==> src/rtl/seg_pkg.sv <==
// rtl/seg_pkg.sv - shared constants and state type for the seven-segment scan controller
package seg_pkg;

  localparam int unsigned NUM_DIGITS = 8;
  localparam logic [7:0]  ALNUM_MAX  = 8'd35;

  localparam logic [7:0] CODE_0     = 8'd0;
  localparam logic [7:0] CODE_1     = 8'd1;
  localparam logic [7:0] CODE_2     = 8'd2;
  localparam logic [7:0] CODE_3     = 8'd3;
  localparam logic [7:0] CODE_4     = 8'd4;
  localparam logic [7:0] CODE_5     = 8'd5;
  localparam logic [7:0] CODE_6     = 8'd6;
  localparam logic [7:0] CODE_7     = 8'd7;
  localparam logic [7:0] CODE_8     = 8'd8;
  localparam logic [7:0] CODE_9     = 8'd9;
  localparam logic [7:0] CODE_A     = 8'd10;
  localparam logic [7:0] CODE_B     = 8'd11;
  localparam logic [7:0] CODE_C     = 8'd12;
  localparam logic [7:0] CODE_D     = 8'd13;
  localparam logic [7:0] CODE_E     = 8'd14;
  localparam logic [7:0] CODE_F     = 8'd15;
  localparam logic [7:0] CODE_BLANK = 8'd36;

  typedef enum logic {
    S_BLANK = 1'b0,
    S_ON    = 1'b1
  } scan_state_t;

endpackage

==> src/rtl/seg_digit_buffer.sv <==
// rtl/seg_digit_buffer.sv - 8x8 digit code register file, one write port, async read
module seg_digit_buffer
  import seg_pkg::*;
(
  input  logic       clk,
  input  logic       rst,
  input  logic       wr_en,
  input  logic [2:0] wr_addr,
  input  logic [7:0] wr_data,
  input  logic [2:0] rd_addr,
  output logic [7:0] rd_data
);

  logic [7:0] mem_q [NUM_DIGITS];
  logic [7:0] mem_d [NUM_DIGITS];

  always_comb begin
    mem_d = mem_q;
    if (wr_en) begin
      mem_d[wr_addr] = wr_data;
    end
  end

  always_ff @(posedge clk or posedge rst) begin
    if (rst) begin
      for (int i = 0; i < NUM_DIGITS; i++) begin
        mem_q[i] <= 8'd0;
      end
    end else begin
      mem_q <= mem_d;
    end
  end

  // Reads see the pre-write contents, so a same-edge write is never latched.
  assign rd_data = mem_q[rd_addr];

endmodule

==> src/rtl/seg_scan_ctrl.sv <==
// rtl/seg_scan_ctrl.sv - time-multiplexed 8-digit scan with dead-time blanking
module seg_scan_ctrl
  import seg_pkg::*;
#(
  parameter int unsigned SCAN_DIV    = 100000,
  parameter int unsigned DEAD_CYCLES = 1000
) (
  input  logic       clk,
  input  logic       rst,
  input  logic       wr_en,
  input  logic [2:0] wr_addr,
  input  logic [7:0] wr_data,
  input  logic [7:0] show_mask,
  input  logic [7:0] dp_mask,
  output logic [7:0] alnum,
  output logic       dp_n,
  output logic [7:0] an_n,
  output logic [2:0] scan_idx,
  output logic       frame_tick
);

  localparam int unsigned CW = (SCAN_DIV > 1) ? $clog2(SCAN_DIV) : 1;
  localparam logic [CW-1:0] DEAD_LAST = CW'(DEAD_CYCLES - 1);
  localparam logic [CW-1:0] ON_LAST   = CW'(SCAN_DIV - DEAD_CYCLES - 1);

  if (DEAD_CYCLES == 0 || DEAD_CYCLES >= SCAN_DIV || SCAN_DIV < 2 || SCAN_DIV > (1 << 20))
  begin : g_bad_params
    $fatal(1, "seg_scan_ctrl: illegal SCAN_DIV/DEAD_CYCLES combination");
  end

  scan_state_t   state_q, state_d;
  logic [CW-1:0] cnt_q, cnt_d;
  logic [2:0]    scan_idx_q, scan_idx_d;
  logic [7:0]    alnum_q, alnum_d;
  logic          frame_tick_q, frame_tick_d;
  logic [2:0]    nxt_idx;
  logic [7:0]    rd_data;
  logic          visible;

  assign nxt_idx = scan_idx_q + 3'd1;

  seg_digit_buffer u_buf (
    .clk     (clk),
    .rst     (rst),
    .wr_en   (wr_en),
    .wr_addr (wr_addr),
    .wr_data (wr_data),
    .rd_addr (nxt_idx),
    .rd_data (rd_data)
  );

  always_comb begin
    state_d      = state_q;
    cnt_d        = cnt_q + CW'(1);
    scan_idx_d   = scan_idx_q;
    alnum_d      = alnum_q;
    frame_tick_d = 1'b0;
    case (state_q)
      S_BLANK: begin
        if (cnt_q == DEAD_LAST) begin
          state_d = S_ON;
          cnt_d   = '0;
        end
      end
      S_ON: begin
        // Next code is latched on entry to dead time so the decoder settles while dark.
        if (cnt_q == ON_LAST) begin
          state_d      = S_BLANK;
          cnt_d        = '0;
          scan_idx_d   = nxt_idx;
          alnum_d      = rd_data;
          frame_tick_d = (scan_idx_q == 3'd7);
        end
      end
      default: begin
        state_d = S_BLANK;
        cnt_d   = '0;
      end
    endcase
  end

  always_ff @(posedge clk or posedge rst) begin
    if (rst) begin
      state_q      <= S_BLANK;
      cnt_q        <= '0;
      scan_idx_q   <= 3'd0;
      alnum_q      <= 8'd0;
      frame_tick_q <= 1'b0;
    end else begin
      state_q      <= state_d;
      cnt_q        <= cnt_d;
      scan_idx_q   <= scan_idx_d;
      alnum_q      <= alnum_d;
      frame_tick_q <= frame_tick_d;
    end
  end

  // Undefined codes light every segment in the decoder, so they are blanked here.
  assign visible = show_mask[scan_idx_q] && (alnum_q <= ALNUM_MAX);

  always_comb begin
    an_n = 8'hFF;
    dp_n = 1'b1;
    if (state_q == S_ON && visible) begin
      an_n[scan_idx_q] = 1'b0;
      dp_n             = ~dp_mask[scan_idx_q];
    end
  end

  assign alnum      = alnum_q;
  assign scan_idx   = scan_idx_q;
  assign frame_tick = frame_tick_q;

endmodule

==> config.mk <==
export PLATFORM = sky130hd
export DESIGN_NAME = seg_scan_ctrl
export DESIGN_NICKNAME = d
export VERILOG_FILES = /design/src/rtl/seg_pkg.sv /design/src/rtl/seg_digit_buffer.sv /design/src/rtl/seg_scan_ctrl.sv
export SDC_FILE = /design/constraint.sdc
export NUM_CORES = 1
export LEC_CHECK = 0
export ABC_AREA = 1
export CAP_MARGIN = 20
export CORE_MARGIN = 10
export CORE_UTILIZATION = 30
export DETAILED_ROUTE_END_ITERATION = 12
export REMOVE_ABC_BUFFERS = 1
export SYNTH_ARGS = -nofsm -noshare
export SYNTH_HDL_FRONTEND = slang
export SYNTH_HIERARCHICAL = 1
export SYNTH_SLANG_ARGS = --single-unit
export TNS_END_PERCENT = 5
==> constraint.sdc <==
create_clock -name clk -period 2.35 [get_ports clk]
set_clock_uncertainty 0.1 [all_clocks]
set_input_delay 0.47 -clock clk [delete_from_list [all_inputs] [get_ports clk]]
set_output_delay 0.47 -clock clk [all_outputs]
set_load 0.05 [all_outputs]
After elaboration in Yosys (flattened, before gate mapping). Cells that the tools add are included.

Register bits after elaboration: 94. Input port bits: 30. Output and inout bits: 21. Logic and storage cells: 56.

Add/sub/neg operators: 2. Magnitude comparators: 6. Eq/ne operators: 3. Muxes and demuxes: 22. Bitwise operators: 5. Reductions and logical operators: 5.

Operators with widths (number): 64-bit bitwise mux (1); 17-bit 2-to-1 mux (2); 17-bit one-hot mux with 2 select lines (1); 8-bit 2-to-1 mux (4); 8-bit binary-select mux with 3-bit select (1); 8-bit demux with 3-bit select (1); 17-bit by 1-bit adder with 17-bit output, second input constant (1); 17-bit by 10-bit == test with 1-bit output, second input constant (1); 17-bit == test, second input constant (1); 4-bit >= comparator, second input constant (2); 8-bit by 6-bit less-or-equal comparator with 1-bit output, second input constant (1); 1-bit 2-to-1 mux (8); 3-bit inverter with 4-bit output (2); 8-bit inverter (1); 1-bit binary-select mux with 3-bit select (2); 1-bit logical AND (4); 3-bit by 4-bit less-than comparator with 1-bit output, second input constant (1); 4-bit by 1-bit less-than comparator with 1-bit output, second input constant (1); 3-bit by 1-bit adder with 3-bit output, second input constant (1); 1-bit demux with 3-bit select (1); 3-bit == test, second input constant (1); 3-bit by 1-bit >= comparator with 1-bit output, second input constant (1); 1-bit inverter (2); 1-bit one-hot mux with 2 select lines (1); 2-bit AND reduction (1).

Longest topological paths before layout. Gate-level depths: netlist of run 1.

Depth after elaboration: 6. Mapped depth: 11. Depth with buffers taken out: 9.

Cells and area by module. Netlist of run 1, hierarchy kept.

By module, submodules not included: seg_digit_buffer (times used 1, cells each 440, area an instance 3194.3 µm²); seg_scan_ctrl (times used 1, cells each 262, area an instance 1828.0 µm²).

Worst setup path after synthesis of run 1. Ideal clock, no wire load.

Path type: register to output. Start point: register scan_idx_q[2] (netlist: scan_idx[2]). End point: output port an_n[0]. Arrival time: 1.721 ns. Path slack: 0.059 ns. Stages on the path, launching flop included: 9. Buffers on the path: 1. Cells stage by stage: dfrtp_1 -> buf_2 -> inv_1 -> nand3_1 -> nor2_1 -> nor2_1 -> nand2_1 -> nor2_4 -> nand2_1.

Longest elaborated chain between the ends: 6.

Ends and longest elaborated chain: from (decl) (line seg_scan_ctrl.sv:33) `logic [2:0] scan_idx_q, scan_idx_d;`; from (signal assigned) (line seg_scan_ctrl.sv:92) `scan_idx_q <= scan_idx_d;`; 3-bit by 4-bit less-than comparator with 1-bit output (not written as such) / 3-bit by 1-bit >= comparator with 1-bit output (equally long branches) (line seg_scan_ctrl.sv:105) `an_n[scan_idx_q] = 1'b0;`; 1-bit logical AND (not written as such) (line seg_scan_ctrl.sv:105); 1-bit 2-to-1 mux (not written as such) (line seg_scan_ctrl.sv:105); 1-bit demux with 3-bit select (line seg_scan_ctrl.sv:105); 8-bit inverter (no source line); 8-bit 2-to-1 mux (*) (line seg_scan_ctrl.sv:104) `if (state_q == S_ON && visible) begin`; to (decl) (line seg_scan_ctrl.sv:17) `output logic [7:0] an_n,`.

Every way passes the cells marked *; elsewhere a longest branch is shown, timed or not. The select of a mux whose other input is x is not followed.

Worst setup path after layout of run 1.
Start point: register scan_idx_q[1] (netlist: scan_idx[1]). End point: output port an_n[2].

Same word-level chain as after synthesis.

==> results.tsv, run 1 <==
stage	metric	value	unit
timing	finalHoldViolations	0	
worst_hold_path	min_from	alnum[0]$_DFFE_PP0P_	
logic_synthesis	syn_area_per_cell	7.154	sq um
cells_and_area	area_delta_synth_final	24.22	%
cts	cts-root-buf	clkbuf_16	
route	dr.pass1.iters	4	
place	placed_area	0.005737	sq mm
logic_synthesis	yosysSeqAreaShare	46.84	%
worst_setup_path	r2r-end	alnum[4]$_DFFE_PP0P_	
logic_synthesis	yosys_register_bits	94	
cts	ctsHoldBuffers	0	
worst_setup_path	rr_startpoint	scan_idx[1]$_DFFE_PP0P_	
die	ioPinCount	51	
worst_setup_path	worstRegToRegCells	10	
run	cap_violations	0	
die	fp.dieArea	0.02232	sq mm
worst_setup_path	critical_path.cell_chain	buf_6 -> nand3_2 -> nor2_1 -> nor2_1 -> nand2_2 -> nor2_4 -> nand2_2 -> buf_8	
route	ant_nets	0	
timing	final.period_utilization	99.74	%
timing	min_period	2.344	ns
cts	cts_buffers	9	
global_routing	grt_usage	11.11	%
global_routing	grt_pass1_wl	20310	um
cells_and_area	design_area	0.006238	sq mm
worst_setup_path	cp-start-kind	flop	
pwr	power.density	625.8	mW/mm^2
cells_and_area	drive_gt1_share	11.82	%
global_routing	first_global_vias	4145	
run_status	outcome	finished clean	
route	detail_route.wirelength	12090	um
place	hpwl	8338	um
route	vias	4299	
cells_and_area	finish.utilization	37.75	%
worst_setup_path	worst_path_max_delay_cell	dfrtp_2	
cts	cts_max_level	3	
timing	rsz0062_at_grt	true	
worst_setup_path	cp_max_fo	5	
timing	setup_viol	0	
worst_setup_path	slowest_delay	0.46	ns
pwr	vdd_drop_max	0.3864	mV
logic_synthesis	synth_cell_types	23	
die	fp.dieH	149.4	um
worst_setup_path	reg2reg_slack	0.15	ns
route	drt_iter0_markers	237	
cells_and_area	n_fill_cell	1692	
timing	fmax	426.7	MHz
logic_synthesis	synthCells	702	
pwr	total_power	3.904	mW
die	initial_utilization	30.39	%
cts	clk_latency	0.35	ns
global_routing	antenna_found_initial	0	
worst_setup_path	crit_required	1.78	ns
pwr	p_leak	3.229	nW
worst_setup_path	end_kind	primary output	
place	place_inst	963	
timing	max_slew.worst_pin.slew	0.5355	ns
die	rows	47	
worst_setup_path	path_class	reg2out	
cells_and_area	finalNetCount	799	
timing	maxSlewViolCount	0	
logic_synthesis	synthesis.area	0.005022	sq mm
worst_hold_path	holdCritPathClass	reg2reg	
route	viasPerCell	4.342	
cells_and_area	final_cells	990	
cells_and_area	antenna_cells	0	
worst_hold_path	holdPathEnd	alnum[0]$_DFFE_PP0P_	
worst_hold_path	hold_depth	2	
place	place_congestion	0.7876	
cts	clk_pin_slew	0.07	ns
global_routing	grt_max_degree	65	
cts	cts.sinks	94	
die	die_x	149.4	um
die	core	0.01652	sq mm
route	wl_per_cell	12.22	um
worst_setup_path	arrival	1.77	ns
logic_synthesis	yosysWarningCount	6	
global_routing	grt_overflow	0	
timing	maxSlewHeadroom	64.22	%
cts	clockBufferDepth	2	
route	drt_drc_violations_left	0	
cts	tritoncts	done	
place	io_buffers	50	
-- repair_timing --
item / in CTS / in global routing
gates cloned: 0 / 1
pin swaps: 1 / 8
endpoints found under the setup margin: 9 / 9
setup buffers: 2 / 9
gates resized for setup: 2 / 37
-- worst max-delay path by stage --
stage	start	endpoint	cells after the start
after global placement	show_mask[0]	an_n[3]	9
final	scan_idx[1]$_DFFE_PP0P_	an_n[2]	8
after floorplan	scan_idx[0]$_DFFE_PP0P_	an_n[0]	7
after CTS	scan_idx[0]$_DFFE_PP0P_	an_n[1]	9
after detailed placement	show_mask[0]	an_n[1]	9
after global routing	scan_idx[1]$_DFFE_PP0P_	an_n[2]	8
-- cell usage in the layout, fill, tap and decap left out --
cell type and instances:
buf_12 1, nor2_1 51, xnor2_1 4, clkbuf_16 9
buf_6 7, nand2_2 9, o21ai_1 1, clkbuf_8 2
dfrtp_2 3, nor3_4 1, ha_1 3, nand4_1 3
a21boi_0 1, nor2_2 9, nor3_1 2, nor2_4 3
dlymetal6s2s_1 1, xor2_1 9, clkbuf_2 2, nor3_2 1
nand2_1 243, o21ai_0 67, clkbuf_1 1, nand3_1 54
bufinv_16 1, buf_4 29, buf_8 1, nand3_2 5
clkinv_4 2, inv_1 111, clkinv_2 1, inv_2 4
dfrtp_1 91, nand3_4 1, clkdlybuf4s50_1 37
-- worst max-delay path, delay by kind of cell, from the launching register on --
kind	cells	cell delay, ns
AND/OR/NAND/NOR	6	0.67
buffers and inverters	2	0.29
flip-flops	1	0.46
-- routing by layer --
layer	global-route usage [%]	vias to the layer above	routed length, um
met5	0	-	0
met4	3.435	0	118
met3	3.095	8	586
met2	16.67	71	5295
met1	15.13	1970	6094
li1	-	2250	-
-- flip-flops by register name (all words and copies together), names as in the netlist --
name and flops:
frame_tick 1, u_buf/mem_q 64, alnum 8, cnt_q 17, state_q 1, scan_idx 3
-- power by group --
part	total (mW)	internal [mW]	switching (mW)
clock	1.48	0.877	0.607
sequential	1.92	1.83	0.0962
combinational	0.497	0.212	0.285
total	3.90	2.92	0.989
-- metrics by stage --
stage	worst slack [ns]	hold slack, ns	setup TNS, ns
2_1_floorplan	-0.2702	0.3530	-2.925
3_3_place_gp	0.09138	0.3624	0
3_5_place_dp	0.05621	0.3584	0
4_1_cts	0.001201	0.3744	0
5_1_grt	-0.07954	0.3979	-0.3782
6_report	0.006159	0.3730	0
-- logic make-up (layout without fill, tap and decap cells) --
group	count (synthesis)	count (layout)	share of synthesized area (%)
and+or+nand+nor	381	382	31.14
buffers and inverters	142	209	12.08
AOI/OAI and AO/OA	69	69	6.926
xor gates and xnor gates	13	13	2.267
adders and majority gates	3	3	0.7475
DFF	94	94	46.84
-- area by class of cell --
class                           count  area (sq um)  area share (%)
Clock buffer                       12         256.5           4.112
Clock inverter                      3         43.79          0.7020
Inverter                          116         440.4           7.060
Multi-Input combinational cell    467          2142           34.34
Sequential cell                    94          2356           37.77
Tap cell                          220         275.3           4.412
Timing Repair Buffer               78         724.4           11.61
-- Yosys cell counts --
library cell | instances | area, sq um
inv_1 | 114 | 427.9
ha_1 | 3 | 37.54
nand4_1 | 3 | 18.77
buf_2 | 11 | 55.05
nand3_2 | 2 | 20.02
nor2_2 | 3 | 18.77
nand2_1 | 251 | 942.2
o21ai_0 | 68 | 340.3
a21boi_0 | 1 | 7.510
nor3_4 | 1 | 16.27
xnor2_1 | 4 | 35.03
dfrtp_1 | 94 | 2352
buf_6 | 7 | 78.83
buf_1 | 1 | 3.750
nand3_1 | 58 | 290.3
nor2_1 | 57 | 214.0
xor2_1 | 9 | 78.83
nor3_1 | 3 | 15.01
clkbuf_1 | 5 | 18.77
inv_2 | 2 | 7.510
nand2_2 | 1 | 6.260
buf_4 | 2 | 15.01
nor2_4 | 2 | 22.52
No activity file was read; power rests on OpenSTA's default activity.
==> run 2: changes to the inputs <==
Settings changed: SLEW_MARGIN set to 20.
==> results of run 2 <==
Same layout as run 1: the final DEF is identical, and so are final timing and power.
==> run 3: changes to the inputs <==
Settings changed: CORE_UTILIZATION 30 to 50, PLACE_DENSITY set to 0.72.
==> run 3 against run 2 <==
  * Via count up 2.9%
  * Sequential share of layout area increased by 1.4 points
  * Maximum frequency shrank 1.8%
  * First-iteration DRC count grew 46%
  * Wire length down 0.22%
  * The flow now finishes with violations (negative setup slack)
  * Global-route usage increased by 5.8 points
==> results.tsv, run 3 (synthesis gave the netlist of run 1 again) <==
stage	metric	value	unit	change
place	placed_area	0.005613	sq mm	-2.2%
pwr	p_int	2.645	mW	-9.3%
cells_and_area	largest_reg_flops	64		unchanged
cts	cts-root-buf	clkbuf_8		
global_routing	grt_overflow	0		unchanged
worst_setup_path	cp.buffers_inverters	2		unchanged
cts	clk_pin_slew	0.09	ns	+0.02 ns
timing	maxSlewHeadroom	60.12	%	-4.1 points
worst_setup_path	crit_required	1.78	ns	about the same
cells_and_area	finalNetCount	791		-1.0%
route	drt_drc_violations_left	0		unchanged
worst_setup_path	reg2reg_slack	0.23	ns	+0.08 ns
pwr	vdd_drop_max	0.4004	mV	+3.6%
cells_and_area	area_delta_synth_final	19.78	%	
die	die_x	120.2	um	-20%
worst_setup_path	r2r-end	alnum[7]$_DFFE_PP0P_		
worst_setup_path	worst_path_max_delay_cell	dfrtp_2		
cells_and_area	final_cell_mix	243 x nand2_1, 112 x inv_1, 91 x dfrtp_1		
worst_setup_path	critical_path_depth	9		+1
worst_setup_path	end_kind	primary output		
worst_setup_path	cpLargestDelayFamily	simple AND/OR/NAND/NOR gates		
timing	maxSlewViolCount	0		unchanged
place	hpwl	8019	um	-3.8%
timing	setup_tns	-0.1142	ns	-0.1142 ns
worst_hold_path	holdCritPathClass	in2async		
place	io_buffers	50		unchanged
cells_and_area	design_area	0.006016	sq mm	-3.6%
global_routing	grt_pass1_wl	20240	um	-0.31%
route	detail_route.wirelength	12070	um	-0.22%
timing	rsz0062_at_grt	true		
place	place_congestion	0.8723		+11%
die	initial_utilization	51.38	%	+21 points
cells_and_area	finish.utilization	61.55	%	+24 points
pwr	power.density	596.0	mW/mm^2	-4.8%
timing	max_slew.worst_pin.slew	0.5963	ns	+0.06083 ns
cts	cts_max_level	3		unchanged
worst_setup_path	critical_path.cell_chain	buf_6 -> nor2_4 -> nand2_1 -> nand2_1 -> nor2_2 -> nand2_2 -> nor2_4 -> nand2_2 -> buf_8		
pwr	total_power	3.586	mW	-8.2%
run_status	outcome	complete, but fails checks		
global_routing	antenna_found_initial	0		unchanged
global_routing	grt_usage	16.92	%	+5.8 points
route	wl_per_cell	13.47	um	+10%
timing	min_period	2.387	ns	+0.04305 ns
pwr	p_sw_share	26.22	%	+0.89 points
cts	clockBufferDepth	2		unchanged
timing	setup_ws	-0.03690	ns	-0.04305 ns
pwr	combPwrFrac	14.5	%	+1.8 points
cts	cts_buffers	9		unchanged
route	vias	4422		+2.9%
worst_setup_path	startpoint	scan_idx[0]$_DFFE_PP0P_		
timing	final.period_utilization	101.6	%	+1.8 points
global_routing	grt_max_degree	33		-49%
cells_and_area	drive_gt1_share	10.22	%	-1.6 points
cts	clk_latency	0.36	ns	about the same
die	rows	36		-23%
cells_and_area	antenna_cells	0		unchanged
timing	setup_viol	5		+5
route	drt_iter0_markers	345		+46%
pwr	pwr-share-seq	53.6	%	+4.4 points
worst_setup_path	cp_max_fo	5		unchanged
cts	tritoncts	done		
run	cap_violations	0		unchanged
pwr	p_leak	3.168	nW	-1.9%
timing	finalHoldViolations	0		unchanged
place	dp_slack	0.05290	ns	-0.003307 ns
worst_setup_path	arrival	1.82	ns	+0.05 ns
worst_setup_path	worstRegToRegCells	8		-2
run_status	violations	negative setup slack		
timing	fmax	419.0	MHz	-1.8%
worst_setup_path	endpoint	an_n[0]		
worst_setup_path	rr_startpoint	scan_idx[1]$_DFFE_PP0P_		
die	fp.dieArea	0.01445	sq mm	-35%
worst_setup_path	slowest_delay	0.46	ns	about the same
pwr	clockPowerShare	31.9	%	-6.1 points
route	dr.pass1.iters	5		+1
global_routing	first_global_vias	4330		+4.5%
route	viasPerCell	4.935		+14%
die	core	0.009774	sq mm	-41%
cts	ctsHoldBuffers	0		unchanged
worst_setup_path	path_class	reg2out		
die	ioPinCount	51		unchanged
die	fp.dieH	120.2	um	-20%
cells_and_area	final_common_cell	nand2_1		
pwr	switchingPower	0.9401	mW	-4.9%
cells_and_area	top_register	u_buf/mem_q		
route	ant_nets	0		unchanged
cts	cts.sinks	94		unchanged
worst_setup_path	cp-start-kind	flop		
[run 3: power by group through the flow]
stage	clock network, mW	logic [mW]	registers, mW
2_1_floorplan	0	0.359	1.93
3_3_place_gp	0	0.493	1.94
3_5_place_dp	0	0.515	1.95
4_1_cts	1.17	0.521	1.92
5_1_grt	1.25	0.610	1.95
6_report	1.14	0.518	1.92
[run 3: worst reg2reg max path: stages, from the launching register on]
cell and delay, ns:
dfrtp_2 0.47, buf_4 0.16, ha_1 0.17, ha_1 0.49
inv_1 0.24, nand2_1 0.12, nand2_1 0.10, nand3_1 0.11
nand2_1 0.05
[run 3: layout make-up]
type / count / area (sq um)
Inverter: 116 / 440.4
Sequential cell: 94 / 2356
Multi-Input combinational cell: 467 / 2130
Clock inverter: 3 / 40.04
Tap cell: 133 / 166.4
Timing Repair Buffer: 70 / 704.4
Fill cell: 931 / 3759
Clock buffer: 13 / 178.9
[run 3: timing repair]
action / 4_1_cts / 5_1_grt
resized for setup: 17 / 22
pin swaps: 5 / 9
endpoints found under the hold margin: 0 / 0
setup buffers: 4 / 4
setup endpoints to repair: 10 / 9
cloned: 2 / 0
[run 3: how the worst min path moves through the flow]
stage	startpoint	endpoint	slack [ns]	cells after the start
floorplan	u_buf/mem_q[10]$_DFFE_PP0P_	u_buf/mem_q[10]$_DFFE_PP0P_	0.35	2
global placement	alnum[0]$_DFFE_PP0P_	alnum[0]$_DFFE_PP0P_	0.36	2
detailed placement	alnum[1]$_DFFE_PP0P_	alnum[1]$_DFFE_PP0P_	0.36	2
CTS	rst	u_buf/mem_q[41]$_DFFE_PP0P_	0.36	2
global route	rst	u_buf/mem_q[57]$_DFFE_PP0P_	0.39	2
finish	rst	u_buf/mem_q[41]$_DFFE_PP0P_	0.36	2
[run 3: metal layers]
metal | GRT usage, % | part of all wire [%] | vias up
met4 | 5.732 | 0.96 | 0
met5 | 0 | 0 | -
li1 | - | - | 2241
met2 | 28.51 | 49 | 95
met3 | 3.490 | 4.5 | 11
met1 | 21.20 | 46 | 2075
[run 3: per-stage QoR]
| stage | hold slack [ns] | cells |
|---|---|---|
| after global routing | 0.3878 | 896 |
| after detailed placement | 0.3576 | 870 |
| final | 0.3621 | 896 |
| after CTS | 0.3640 | 892 |
| after global placement | 0.3580 | 870 |
| after floorplan | 0.3530 | 676 |
